File: config.mk
export PLATFORM = sky130hd
export DESIGN_NAME = stats_uart_reporter
export DESIGN_NICKNAME = d
export VERILOG_FILES = /design/src/rtl/stats_pkg.sv /design/src/rtl/uart_tx_byte.sv /design/src/rtl/stats_uart_reporter.sv
export SDC_FILE = /design/constraint.sdc
export NUM_CORES = 1
export LEC_CHECK = 0
export ABC_CLOCK_PERIOD_IN_PS = 4970
export CAP_MARGIN = 10
export CORE_ASPECT_RATIO = 0.8
export CORE_UTILIZATION = 50
export DETAILED_ROUTE_END_ITERATION = 16
export PLACE_DENSITY = 0.75
export SLEW_MARGIN = 20
export SYNTH_ARGS = -nofsm -noshare
export SYNTH_HDL_FRONTEND = slang
export SYNTH_SLANG_ARGS = --single-unit
File: constraint.sdc
create_clock -name clk -period 4.97 [get_ports clk]
set_input_delay 0.994 -clock clk [delete_from_list [all_inputs] [get_ports clk]]
set_output_delay 0.994 -clock clk [all_outputs]
set_load 0.03 [all_outputs]
File: src/rtl/stats_pkg.sv
// Shared definitions for the statistics readout path: frame constants,
// UART transmitter states and counter-to-byte packing helpers.
package stats_pkg;

    localparam int unsigned STATS_CNT_W     = 11;
    localparam logic [7:0]  STATS_FRAME_HDR = 8'hA5;
    localparam int unsigned STATS_FRAME_LEN = 10;

    typedef enum logic [1:0] {
        IDLE,
        START,
        DATA,
        STOP
    } stats_tx_state_t;

    function automatic logic [7:0] stats_hi(input logic [STATS_CNT_W-1:0] v);
        return {5'b0, v[10:8]};
    endfunction

    function automatic logic [7:0] stats_lo(input logic [STATS_CNT_W-1:0] v);
        return v[7:0];
    endfunction

endpackage

File: src/rtl/uart_tx_byte.sv
// 8N1 byte serialiser with integrated baud counter. ready is also high in the
// last cycle of the stop bit so a following byte can start with no idle gap.
module uart_tx_byte
    import stats_pkg::*;
#(
    parameter int unsigned CLKS_PER_BIT = 868
) (
    input  logic       clk,
    input  logic       rst_n,
    input  logic       load,
    input  logic [7:0] data,
    output logic       ready,
    output logic       byte_done,
    output logic       tx
);

    localparam int unsigned         BAUD_W    = $clog2(CLKS_PER_BIT);
    localparam logic [BAUD_W-1:0]   BAUD_LAST = BAUD_W'(CLKS_PER_BIT - 1);

    stats_tx_state_t   state_q, state_d;
    logic [BAUD_W-1:0] baud_q, baud_d;
    logic [2:0]        bit_q, bit_d;
    logic [7:0]        shr_q, shr_d;
    logic              baud_last;

    assign baud_last = (baud_q == BAUD_LAST);

    always_ff @(posedge clk or negedge rst_n) begin
        if (!rst_n) begin
            state_q <= IDLE;
            baud_q  <= '0;
            bit_q   <= '0;
            shr_q   <= '0;
        end else begin
            state_q <= state_d;
            baud_q  <= baud_d;
            bit_q   <= bit_d;
            shr_q   <= shr_d;
        end
    end

    always_comb begin
        state_d = state_q;
        baud_d  = baud_q;
        bit_d   = bit_q;
        shr_d   = shr_q;
        if (state_q != IDLE) begin
            baud_d = baud_last ? '0 : baud_q + 1'b1;
        end
        case (state_q)
            IDLE: begin
                if (load) begin
                    state_d = START;
                    baud_d  = '0;
                    shr_d   = data;
                end
            end
            START: begin
                if (baud_last) begin
                    state_d = DATA;
                    bit_d   = '0;
                end
            end
            DATA: begin
                if (baud_last) begin
                    shr_d = shr_q >> 1;
                    if (bit_q == 3'd7) state_d = STOP;
                    else               bit_d   = bit_q + 3'd1;
                end
            end
            STOP: begin
                if (baud_last) begin
                    if (load) begin
                        state_d = START;
                        shr_d   = data;
                    end else begin
                        state_d = IDLE;
                    end
                end
            end
            default: state_d = IDLE;
        endcase
    end

    always_comb begin
        ready     = (state_q == IDLE) || ((state_q == STOP) && baud_last);
        byte_done = (state_q == STOP) && baud_last;
        case (state_q)
            START:   tx = 1'b0;
            DATA:    tx = shr_q[0];
            default: tx = 1'b1;
        endcase
    end

endmodule

File: src/rtl/stats_uart_reporter.sv
// Snapshots the instruction statistics counters on request and sends them
// as a fixed 10-byte checksummed frame over a UART TX line.
module stats_uart_reporter
    import stats_pkg::*;
#(
    parameter int unsigned CLKS_PER_BIT = 868,
    parameter int unsigned CNT_W        = 11
) (
    input  logic             clk,
    input  logic             reset,
    input  logic             start,
    input  logic [CNT_W-1:0] i,
    input  logic [CNT_W-1:0] r,
    input  logic [CNT_W-1:0] j,
    input  logic [CNT_W-1:0] cnt_clk,
    output logic             tx,
    output logic             busy,
    output logic             done
);

    localparam logic [3:0] LAST_IDX = 4'(STATS_FRAME_LEN - 1);

    logic [CNT_W-1:0] i_q, i_d, r_q, r_d, j_q, j_d, c_q, c_d;
    logic [3:0]       byte_idx_q, byte_idx_d;
    logic             busy_q, busy_d;
    logic             done_q, done_d;

    logic       tx_ready, tx_byte_done, tx_load;
    logic [7:0] tx_data, csum;
    logic [3:0] idx_nxt;
    logic       accept, last_byte, next_byte;

    always_ff @(posedge clk or negedge reset) begin
        if (!reset) begin
            i_q        <= '0;
            r_q        <= '0;
            j_q        <= '0;
            c_q        <= '0;
            byte_idx_q <= '0;
            busy_q     <= 1'b0;
            done_q     <= 1'b0;
        end else begin
            i_q        <= i_d;
            r_q        <= r_d;
            j_q        <= j_d;
            c_q        <= c_d;
            byte_idx_q <= byte_idx_d;
            busy_q     <= busy_d;
            done_q     <= done_d;
        end
    end

    always_comb begin
        accept    = start && !busy_q && tx_ready;
        last_byte = busy_q && tx_byte_done && (byte_idx_q == LAST_IDX);
        next_byte = busy_q && tx_byte_done && (byte_idx_q != LAST_IDX);
        tx_load   = accept || next_byte;
        idx_nxt   = accept ? '0 : byte_idx_q + 4'd1;

        // Byte 0 is the constant header, so the mux never needs the snapshot
        // in the same cycle it is captured.
        csum = stats_hi(i_q) ^ stats_lo(i_q) ^ stats_hi(r_q) ^ stats_lo(r_q)
             ^ stats_hi(j_q) ^ stats_lo(j_q) ^ stats_hi(c_q) ^ stats_lo(c_q);
        case (idx_nxt)
            4'd0:    tx_data = STATS_FRAME_HDR;
            4'd1:    tx_data = stats_hi(i_q);
            4'd2:    tx_data = stats_lo(i_q);
            4'd3:    tx_data = stats_hi(r_q);
            4'd4:    tx_data = stats_lo(r_q);
            4'd5:    tx_data = stats_hi(j_q);
            4'd6:    tx_data = stats_lo(j_q);
            4'd7:    tx_data = stats_hi(c_q);
            4'd8:    tx_data = stats_lo(c_q);
            4'd9:    tx_data = csum;
            default: tx_data = '0;
        endcase

        i_d        = accept ? i       : i_q;
        r_d        = accept ? r       : r_q;
        j_d        = accept ? j       : j_q;
        c_d        = accept ? cnt_clk : c_q;
        byte_idx_d = tx_load ? idx_nxt : byte_idx_q;
        busy_d     = accept ? 1'b1 : (last_byte ? 1'b0 : busy_q);
        done_d     = last_byte;
    end

    uart_tx_byte #(
        .CLKS_PER_BIT(CLKS_PER_BIT)
    ) u_tx (
        .clk      (clk),
        .rst_n    (reset),
        .load     (tx_load),
        .data     (tx_data),
        .ready    (tx_ready),
        .byte_done(tx_byte_done),
        .tx       (tx)
    );

    assign busy = busy_q;
    assign done = done_q;

endmodule

==> results of run 1 <==
## final timing paths
check | slack, ps | cells after the start | endpoint
min reg2reg | 490 | 1 | u_tx.baud_q[9]
max | 1420 | 5 | tx
max reg2reg | 1860 | 7 | u_tx.shr_q[6]
min | 490 | 1 | u_tx.baud_q[9]
min in group asynchronous | 720 | 1 | i_q[10]
max in group asynchronous | 3250 | 2 | u_tx.baud_q[3]
## layer usage
metal	wire length, um	vias to the layer above
met5	0	-
met4	198	0
met3	567	25
met2	4460	117
met1	5250	1779
li1	-	1845
## synth_stat cells, drive strengths merged, types with 3 or more instances
cell type | count | area, um^2
a21o | 4 | 30.0
a21oi | 12 | 63.8
a221o | 3 | 30.0
a22o | 8 | 70.1
a22oi | 6 | 45.0
a2bb2oi | 4 | 35.0
a31oi | 8 | 50.1
and2 | 5 | 31.3
buf | 13 | 65.1
clkbuf | 16 | 60.1
dfrtp | 73 | 1830
ha | 10 | 125
inv | 7 | 26.3
mux2 | 5 | 56.3
mux2i | 3 | 30.0
nand2 | 163 | 612
nand2b | 7 | 43.8
nand3 | 12 | 60.1
nand3b | 4 | 30.0
nor2 | 31 | 116
nor2b | 4 | 25.0
nor3 | 6 | 30.0
o21ai | 20 | 104
o22ai | 4 | 25.0
o2bb2ai | 3 | 26.3
o31ai | 10 | 75.1
xnor2 | 32 | 280
xor2 | 9 | 78.8
## cell families (layout without fill, tap and decap cells)
family / count (synthesis) / in the layout
xor gates and xnor gates: 41 / 41
buffers and inverters: 36 / 76
DFF: 73 / 73
muxes: 9 / 9
adders and majority gates: 10 / 10
and+or+nand+nor: 249 / 249
AOI/OAI and AO/OA: 101 / 101
## flip-flops by register name (all words and copies together), names as in the netlist
name and count:
c_q 11, i_q 11, j_q 11, r_q 11
u_tx.baud_q 10, u_tx.shr_q 8, byte_idx_q 4, u_tx.bit_q 3
u_tx.state_q 2, busy 1, done 1
## cell usage in the layout (no fill, tap or decap), types with 3 or more instances in the layout
cell type and n:
xor2_1 9, o2bb2ai_1 3, a2bb2oi_1 4, a21oi_1 11, o31ai_1 10, nand3_1 12
buf_4 4, a22oi_1 6, inv_1 7, a221o_1 3, nand3b_1 4, mux2_2 5
nor3_1 6, nand2_1 163, clkbuf_8 10, and2_1 5, a22o_1 8, clkdlybuf4s50_1 48
nor2b_1 4, xnor2_1 32, nor2_1 31, nand2b_1 7, dfrtp_1 73, a31oi_1 8
ha_1 10, o22ai_1 4, mux2i_1 3, a21o_1 4, o21ai_0 19
## stage by stage
step | utilization | setup WS (ps) | hold slack [ps] | instance area (um^2) | power [uW]
2_1_floorplan | - | 2580 | 437 | 4390 | 606
3_3_place_gp | 0.581 | 1770 | 459 | 4930 | 654
3_5_place_dp | 0.581 | 1630 | 477 | 4930 | 654
4_1_cts | 0.605 | 1420 | 494 | 5130 | 1140
5_1_grt | 0.605 | 1280 | 526 | 5130 | 1160
6_report | 0.605 | 1420 | 489 | 5130 | 1130
## cell type report
type	count	area, um^2	share of cell area
multi-input cells	410	2420	0.472
inverters	7	26.3	0.00512
flip-flops and latches	73	1830	0.356
repair buffers	53	515	0.100
well taps	112	140	0.0273
clock buffers	10	138	0.0268
clock inverters	6	65.1	0.0127
## power by group through the flow
stage,Combinational [uW],Clock [uW],Sequential [uW]
6_report,48.0,486,593
5_1_grt,52.6,518,593
4_1_cts,49.4,496,593
3_5_place_dp,48.9,0,605
3_3_place_gp,48.8,0,605
2_1_floorplan,0.502,0,605
==> impl_metrics.yaml, run 1 <==
critical_path:
  setup.worst_path.end_class: "primary output"
  critPathBufInv: 2
  arrival_ps: 2550
  critPathMaxFanout: 25
  cpPeakStageDelay_ps: 720
  critPathKind: "flip-flop to primary output"
  reg2reg_from: "byte_idx_q[0]"
  path_cells: "inv_1 -> ha_1 -> nor2_1 -> a21o_1 -> clkdlybuf4s50_1"
  cp_top_family: "adder cells"
  critPathSlowestCell: "ha_1"
  cp-startpoint: "u_tx.state_q[0]"
  start_kind: "flip-flop"
  required_ps: 3980
yosys:
  syn_avg_cell_area_um2: 8.46
  synth-simple-area-share: 0.247
  synth.cell_area_um2: 4390
  synth_xor_xnor_area_share: 0.0818
  netlist_instances: 519
  ys_types: 57
  synth_edf_count: 0
  yosys_most_used_dff: "dfrtp_1"
  synthArstFlopShare: 1.00
  synth_mux_area_frac: 0.0248
  synth_fa_ha_area_frac: 0.0285
  ys_ff_latch: 73
  synth_compound_area_frac: 0.167
  synth_top_family_by_area: "simple AND/OR/NAND/NOR gates"
  synth_warnings: 0
  yosysSeqAreaShare: 0.416
  syn_nets: 576
power_and_ir_drop:
  intPower_uw: 872
  peakVddDrop_v: 0.000175
  p_switching_uw: 255
  power_frac_clock: 0.431
  swShare: 0.226
  p_comb_frac: 0.043
  power.leakage_uw: 0.00232
  p_seq_frac: 0.526
  power_density_nw_per_um2: 220
clock_network:
  cts_hold_buf: 0
  postCtsSetupRepairBufs: 0
  cts_sinks: 73
  numCtsBuffers: 9
  clockRootBuffer: "clkbuf_8"
  ctsResizeCount: 0
  cts.clk_slew.worst_paths_ps: 80
  cts.htree.levels: 3
  clockBufferDepth: 2
  cts_tree: "built"
  insertion_delay_ps: 360
route:
  drt_pass1_iterations: 6
  ant_nets: 0
  wl_per_cell_um: 15.6
  vias_per_cell: 5.61
  initialDrtViolationCount: 266
  route.detailed.drc: 0
  vias: 3766
  routed_wl_mm: 10.5
sta:
  maxSlewViolCount: 0
  finalCritPeriodShare: 0.714
  maxSlewHeadroom: 0.437
  setup_violations: 0
  fin_skew_ps: 7.31
  layout_min_cycle_time_ps: 3550
  fin_setup_tns_ps: 0
  finalHoldViolCount: 0
  rsz0062_at_grt: "false"
  worst_pin_slew_ps: 844
  fmax_mhz: 282
floorplanning:
  core_um2: 8480
  num_rows: 30
  die_area_um2: 9160
  fp.dieH_um: 85.8
  ioPinCount: 50
  initial_core_util: 0.517
  die_w_um: 107
hold_path:
  hold_path_class: "flip-flop to flip-flop"
  min-delay-start: "u_tx.baud_q[9]"
global_routing:
  overflow: 0
  grtUsageTotal: 0.243
  grt_pass1_vias: 3472
  grtUsageMet1: 0.356
  met2_usage: 0.346
  grt_pass1_wl_mm: 17.3
  use_met3: 0.0578
  busiest_layer: "met1"
  grt_start_max_net_pins: 39
  antenna_found_initial: 0
layout:
  drive_above_1_share: 0.0626
  layout.cells.non_filler: 671
  fillers: 746
  fin_nets: 611
  area.growth.synth_to_final_pct: 16.9
  diodes: 0
job:
  cap_violations: 0
placement:
  place_congestion: 0.895
  dp_hpwl_mm: 7.52
  dp_cells: 655
  numPortBuffers: 49
run_status:
  status: "finished clean"
(Power assumes the default switching activity.)
==> run 2, diff against run 1 <==
--- a/config.mk
+++ b/config.mk
@@ -5,7 +5,7 @@
 export SDC_FILE = /design/constraint.sdc
 export NUM_CORES = 1
 export LEC_CHECK = 0
-export ABC_CLOCK_PERIOD_IN_PS = 4970
+export ABC_CLOCK_PERIOD_IN_PS = 3700
 export CAP_MARGIN = 10
 export CORE_ASPECT_RATIO = 0.8
 export CORE_UTILIZATION = 50
==> constraint.sdc (replaced) <==
create_clock -name clk -period 3.7 [get_ports clk]
set_input_delay 0.74 -clock clk [delete_from_list [all_inputs] [get_ports clk]]
set_output_delay 0.74 -clock clk [all_outputs]
set_load 0.03 [all_outputs]
==> impl_metrics.yaml, run 2 (synthesis gave the netlist of run 1 again) <==
clock_network:
  clockRootBuffer: "clkbuf_8"
  cts.clk_slew.worst_paths_ps: 90
  ctsResizeCount: 0
  numCtsBuffers: 9
  cts_sinks: 73
  insertion_delay_ps: 370
  cts_tree: "built"
  postCtsSetupRepairBufs: 0
  clockBufferDepth: 2
  cts.htree.levels: 3
  cts_hold_buf: 0
sta:
  fin_skew_ps: 12.5
  rsz0062_at_grt: "false"
  worst_pin_slew_ps: 849
  fin_setup_tns_ps: 0
  maxSlewViolCount: 0
  layout_min_cycle_time_ps: 3020
  maxSlewHeadroom: 0.434
  setup_violations: 0
  finalHoldViolCount: 0
  finalCritPeriodShare: 0.815
  fmax_mhz: 331
power_and_ir_drop:
  peakVddDrop_v: 0.000134
  power_density_nw_per_um2: 282
  power.leakage_uw: 0.00230
critical_path:
  critPathKind: "flip-flop to primary output"
  r2r_slack_ps: 970
  arrival_ps: 2280
  r2r_cells: 8
  r2r-end: "u_tx.shr_q[0]"
  cp-startpoint: "u_tx.state_q[0]"
  start_kind: "flip-flop"
  setup.worst_path.end_class: "primary output"
  required_ps: 2960
  reg2reg_from: "byte_idx_q[1]"
  endpoint: "tx"
  critPathMaxFanout: 24
placement:
  dp_hpwl_mm: 7.34
  place_congestion: 0.920
  numPortBuffers: 49
  dp_cells: 658
layout:
  multi_input_area_um2: 2420
  drive_above_1_share: 0.0676
  fin_nets: 614
  fillers: 728
  mostFrequentLayoutCell: "nand2_1"
  area.growth.synth_to_final_pct: 16.9
  diodes: 0
  seq_area_um2: 1830
  final_cell_mix: "nand2_1 (163), dfrtp_1 (73), clkdlybuf4s50_1 (48)"
  layout.cells.non_filler: 674
route:
  ant_nets: 0
  initialDrtViolationCount: 249
  drt_pass1_iterations: 6
  routed_wl_mm: 10.3
  wl_per_cell_um: 15.2
  vias_per_cell: 5.62
  route.detailed.drc: 0
  vias: 3788
global_routing:
  grt_pass1_wl_mm: 17.2
  overflow: 0
  grt_start_max_net_pins: 51
  grtUsageTotal: 0.240
  antenna_found_initial: 0
  grt_pass1_vias: 3468
floorplanning:
  num_rows: 30
  fp.dieH_um: 85.8
  die_w_um: 107
  ioPinCount: 50
  die_area_um2: 9160
  initial_core_util: 0.517
  core_um2: 8480
job:
  cap_violations: 0
hold_path:
  hold_path_class: "primary input to async pin"
run_status:
  status: "finished clean"
[run 2: layout make-up]
type | count | share of cell area
Sequential cell | 73 | 0.356
Timing Repair Buffer | 56 | 0.105
Clock buffer | 9 | 0.0241
Clock inverter | 7 | 0.0107
Multi-Input combinational cell | 410 | 0.472
Tap cell | 112 | 0.0273
Inverter | 7 | 0.00512
[run 2: critical path, stage by stage (launching register included)]
cell and delay, ps:
dfrtp_1 420, inv_1 100, ha_1 220, buf_4 220, nor2_1 160, a21o_1 120, clkdlybuf4s50_1 670
[run 2: worst min-delay path by stage]
| stage | slack (ps) | end | depth (start not counted) | startpoint |
|---|---|---|---|---|
| after floorplan | 440 | busy | 0 | reset |
| after global placement | 460 | u_tx.baud_q[9] | 1 | u_tx.baud_q[9] |
| after detailed placement | 470 | u_tx.baud_q[9] | 1 | u_tx.baud_q[9] |
| after CTS | 490 | u_tx.baud_q[9] | 1 | u_tx.baud_q[9] |
| after global routing | 520 | u_tx.baud_q[8] | 1 | u_tx.baud_q[8] |
| final | 470 | u_tx.shr_q[0] | 1 | reset |
[run 2: report_power, final]
part	internal (uW)	total [uW]	switching (uW)
sequential	797	797	0
combinational	43.4	65.4	22.0
clock	247	583	336
[run 2: layer usage]
layer	part of all wire	track usage	vias to the layer above
met4	0.022	0.0872	0
met3	0.074	0.0524	21
met5	0	0	-
met2	0.42	0.342	160
met1	0.49	0.356	1756
li1	-	-	1851
[run 2: metrics by stage]
stage	total power, uW	worst slack [ps]	cell area (um^2)	hold slack (ps)	utilization
2_1_floorplan	814	1310	4390	437	-
3_3_place_gp	879	910	4950	462	0.584
3_5_place_dp	879	873	4950	468	0.584
4_1_cts	1460	686	5130	486	0.605
5_1_grt	1500	559	5130	523	0.605
6_report	1450	683	5130	472	0.605
==> run 3, diff against run 2 <==
--- a/config.mk
+++ b/config.mk
@@ -5,7 +5,7 @@
 export SDC_FILE = /design/constraint.sdc
 export NUM_CORES = 1
 export LEC_CHECK = 0
-export ABC_CLOCK_PERIOD_IN_PS = 3700
+export ABC_CLOCK_PERIOD_IN_PS = 3000
 export CAP_MARGIN = 10
 export CORE_ASPECT_RATIO = 0.8
 export CORE_UTILIZATION = 50
==> constraint.sdc (replaced) <==
create_clock -name clk -period 3 [get_ports clk]
set_input_delay 0.6 -clock clk [delete_from_list [all_inputs] [get_ports clk]]
set_output_delay 0.6 -clock clk [all_outputs]
set_load 0.03 [all_outputs]
==> impl_metrics.yaml, run 3 (synthesis gave the netlist of run 1 again) <==
sta:
  layout_min_cycle_time_ps: 2720
  maxSlewHeadroom: 0.589
  fmax_mhz: 368
  worst_pin_slew_ps: 617
  fin_setup_tns_ps: 0
  rsz0062_at_grt: "false"
  fin_skew_ps: 5.72
  finalCritPeriodShare: 0.906
  maxSlewViolCount: 0
  finalHoldViolCount: 0
  setup_violations: 0
layout:
  design_area_um2: 5200
  final_cell_mix: "nand2_1 (163), dfrtp_1 (73), clkdlybuf4s50_1 (48)"
  area.growth.synth_to_final_pct: 18.5
  drive_above_1_share: 0.0808
  mostFrequentLayoutCell: "nand2_1"
  fillers: 738
  diodes: 0
  seq_area_um2: 1830
  fin_nets: 621
  multi_input_area_um2: 2420
critical_path:
  critPathKind: "flip-flop to primary output"
  cp_top_family: "buffers and inverters"
  required_ps: 2400
  critPathBufInv: 2
  arrival_ps: 2120
  cpPeakStageDelay_ps: 590
  path_cells: "inv_1 -> ha_2 -> nor2_1 -> a21o_1 -> clkdlybuf4s50_1"
  setup.worst_path.end_class: "primary output"
  critPathMaxFanout: 13
  critPathSlowestCell: "clkdlybuf4s50_1"
  start_kind: "flip-flop"
  r2r_slack_ps: 480
clock_network:
  clockRootBuffer: "clkbuf_8"
  cts_sinks: 73
  cts_hold_buf: 0
  insertion_delay_ps: 360
  clockBufferDepth: 2
  cts.clk_slew.worst_paths_ps: 80
  postCtsSetupRepairBufs: 0
  cts_tree: "built"
  numCtsBuffers: 9
  cts.htree.levels: 3
route:
  initialDrtViolationCount: 287
  vias_per_cell: 5.74
  vias: 3910
  wl_per_cell_um: 16.1
  ant_nets: 0
  drt_pass1_iterations: 6
  routed_wl_mm: 11.0
  route.detailed.drc: 0
floorplanning:
  fp.dieH_um: 85.8
  ioPinCount: 50
  initial_core_util: 0.517
  num_rows: 30
  die_w_um: 107
  core_um2: 8480
  die_area_um2: 9160
global_routing:
  busiest_layer: "met1"
  grt_pass1_wl_mm: 18.3
  use_met3: 0.0502
  antenna_found_initial: 0
  overflow: 0
  grtUsageTotal: 0.258
  grtUsageMet1: 0.389
  grt_pass1_vias: 3586
  met2_usage: 0.368
  grt_start_max_net_pins: 33
hold_path:
  hold_path_class: "primary input to async pin"
placement:
  place_congestion: 0.920
  numPortBuffers: 49
  dp_hpwl_mm: 8.13
  place_area_um2: 5000
power_and_ir_drop:
  power.leakage_uw: 0.00235
  power_density_nw_per_um2: 353
  peakVddDrop_v: 0.000219
run_status:
  status: "finished clean"
job:
  cap_violations: 0
run 3: cell count changes in the layout (fill, tap and decap cells not counted), sizes merged:
| cell | delta |
|---|---|
| buf | +7 |
| inv | -2 |
| clkinv | +3 |
| bufinv | +1 |
| clkinvlp | -2 |
run 3: layer usage:
metal / part of all wire / vias up / wire [um]
li1: - / 1869 / -
met1: 0.48 / 1881 / 5250
met2: 0.44 / 141 / 4790
met3: 0.069 / 19 / 759
met4: 0.016 / 0 / 172
met5: 0 / - / 0
run 3: final timing paths:
| kind | start | depth (start not counted) | endpoint |
|---|---|---|---|
| max | u_tx.state_q[1] | 5 | tx |
| min | reset | 1 | byte_idx_q[0] |
| max reg2reg | byte_idx_q[1] | 8 | u_tx.shr_q[6] |
| min reg2reg | u_tx.baud_q[9] | 1 | u_tx.baud_q[9] |
| max in group asynchronous | reset | 2 | r_q[7] |
| min in group clk | u_tx.baud_q[9] | 1 | u_tx.baud_q[9] |
run 3: report_power, final:
group	internal (uW)	total, uW	switching, uW
registers	983	983	0
logic	53.5	80.9	27.4
clock network	382	773	391
run 3: through the flow:
step / setup slack [ps] / power, uW / hold slack (ps) / utilization / std cells
floorplan: 612 / 1000 / 304 / - / 519
global placement: 523 / 1080 / 461 / 0.590 / 665
detailed placement: 503 / 1090 / 461 / 0.590 / 665
CTS: 118 / 1860 / 236 / 0.613 / 681
global route: 142 / 1910 / 254 / 0.613 / 681
finish: 282 / 1840 / 225 / 0.613 / 681
run 3: layout make-up:
class                      instances  share of cell area
clock buffer                       9              0.0238
sequential                        73               0.351
inverter                           7             0.00505
tap                              112              0.0269
multi-input combinational        410               0.466
clock inverter                     7              0.0137
timing repair buffer              63               0.114
run 3: what timing repair did:
action | in CTS | in global routing
setup endpoints to repair | 0 | 1
resized for setup | 0 | 1
hold endpoints to repair | 0 | 0
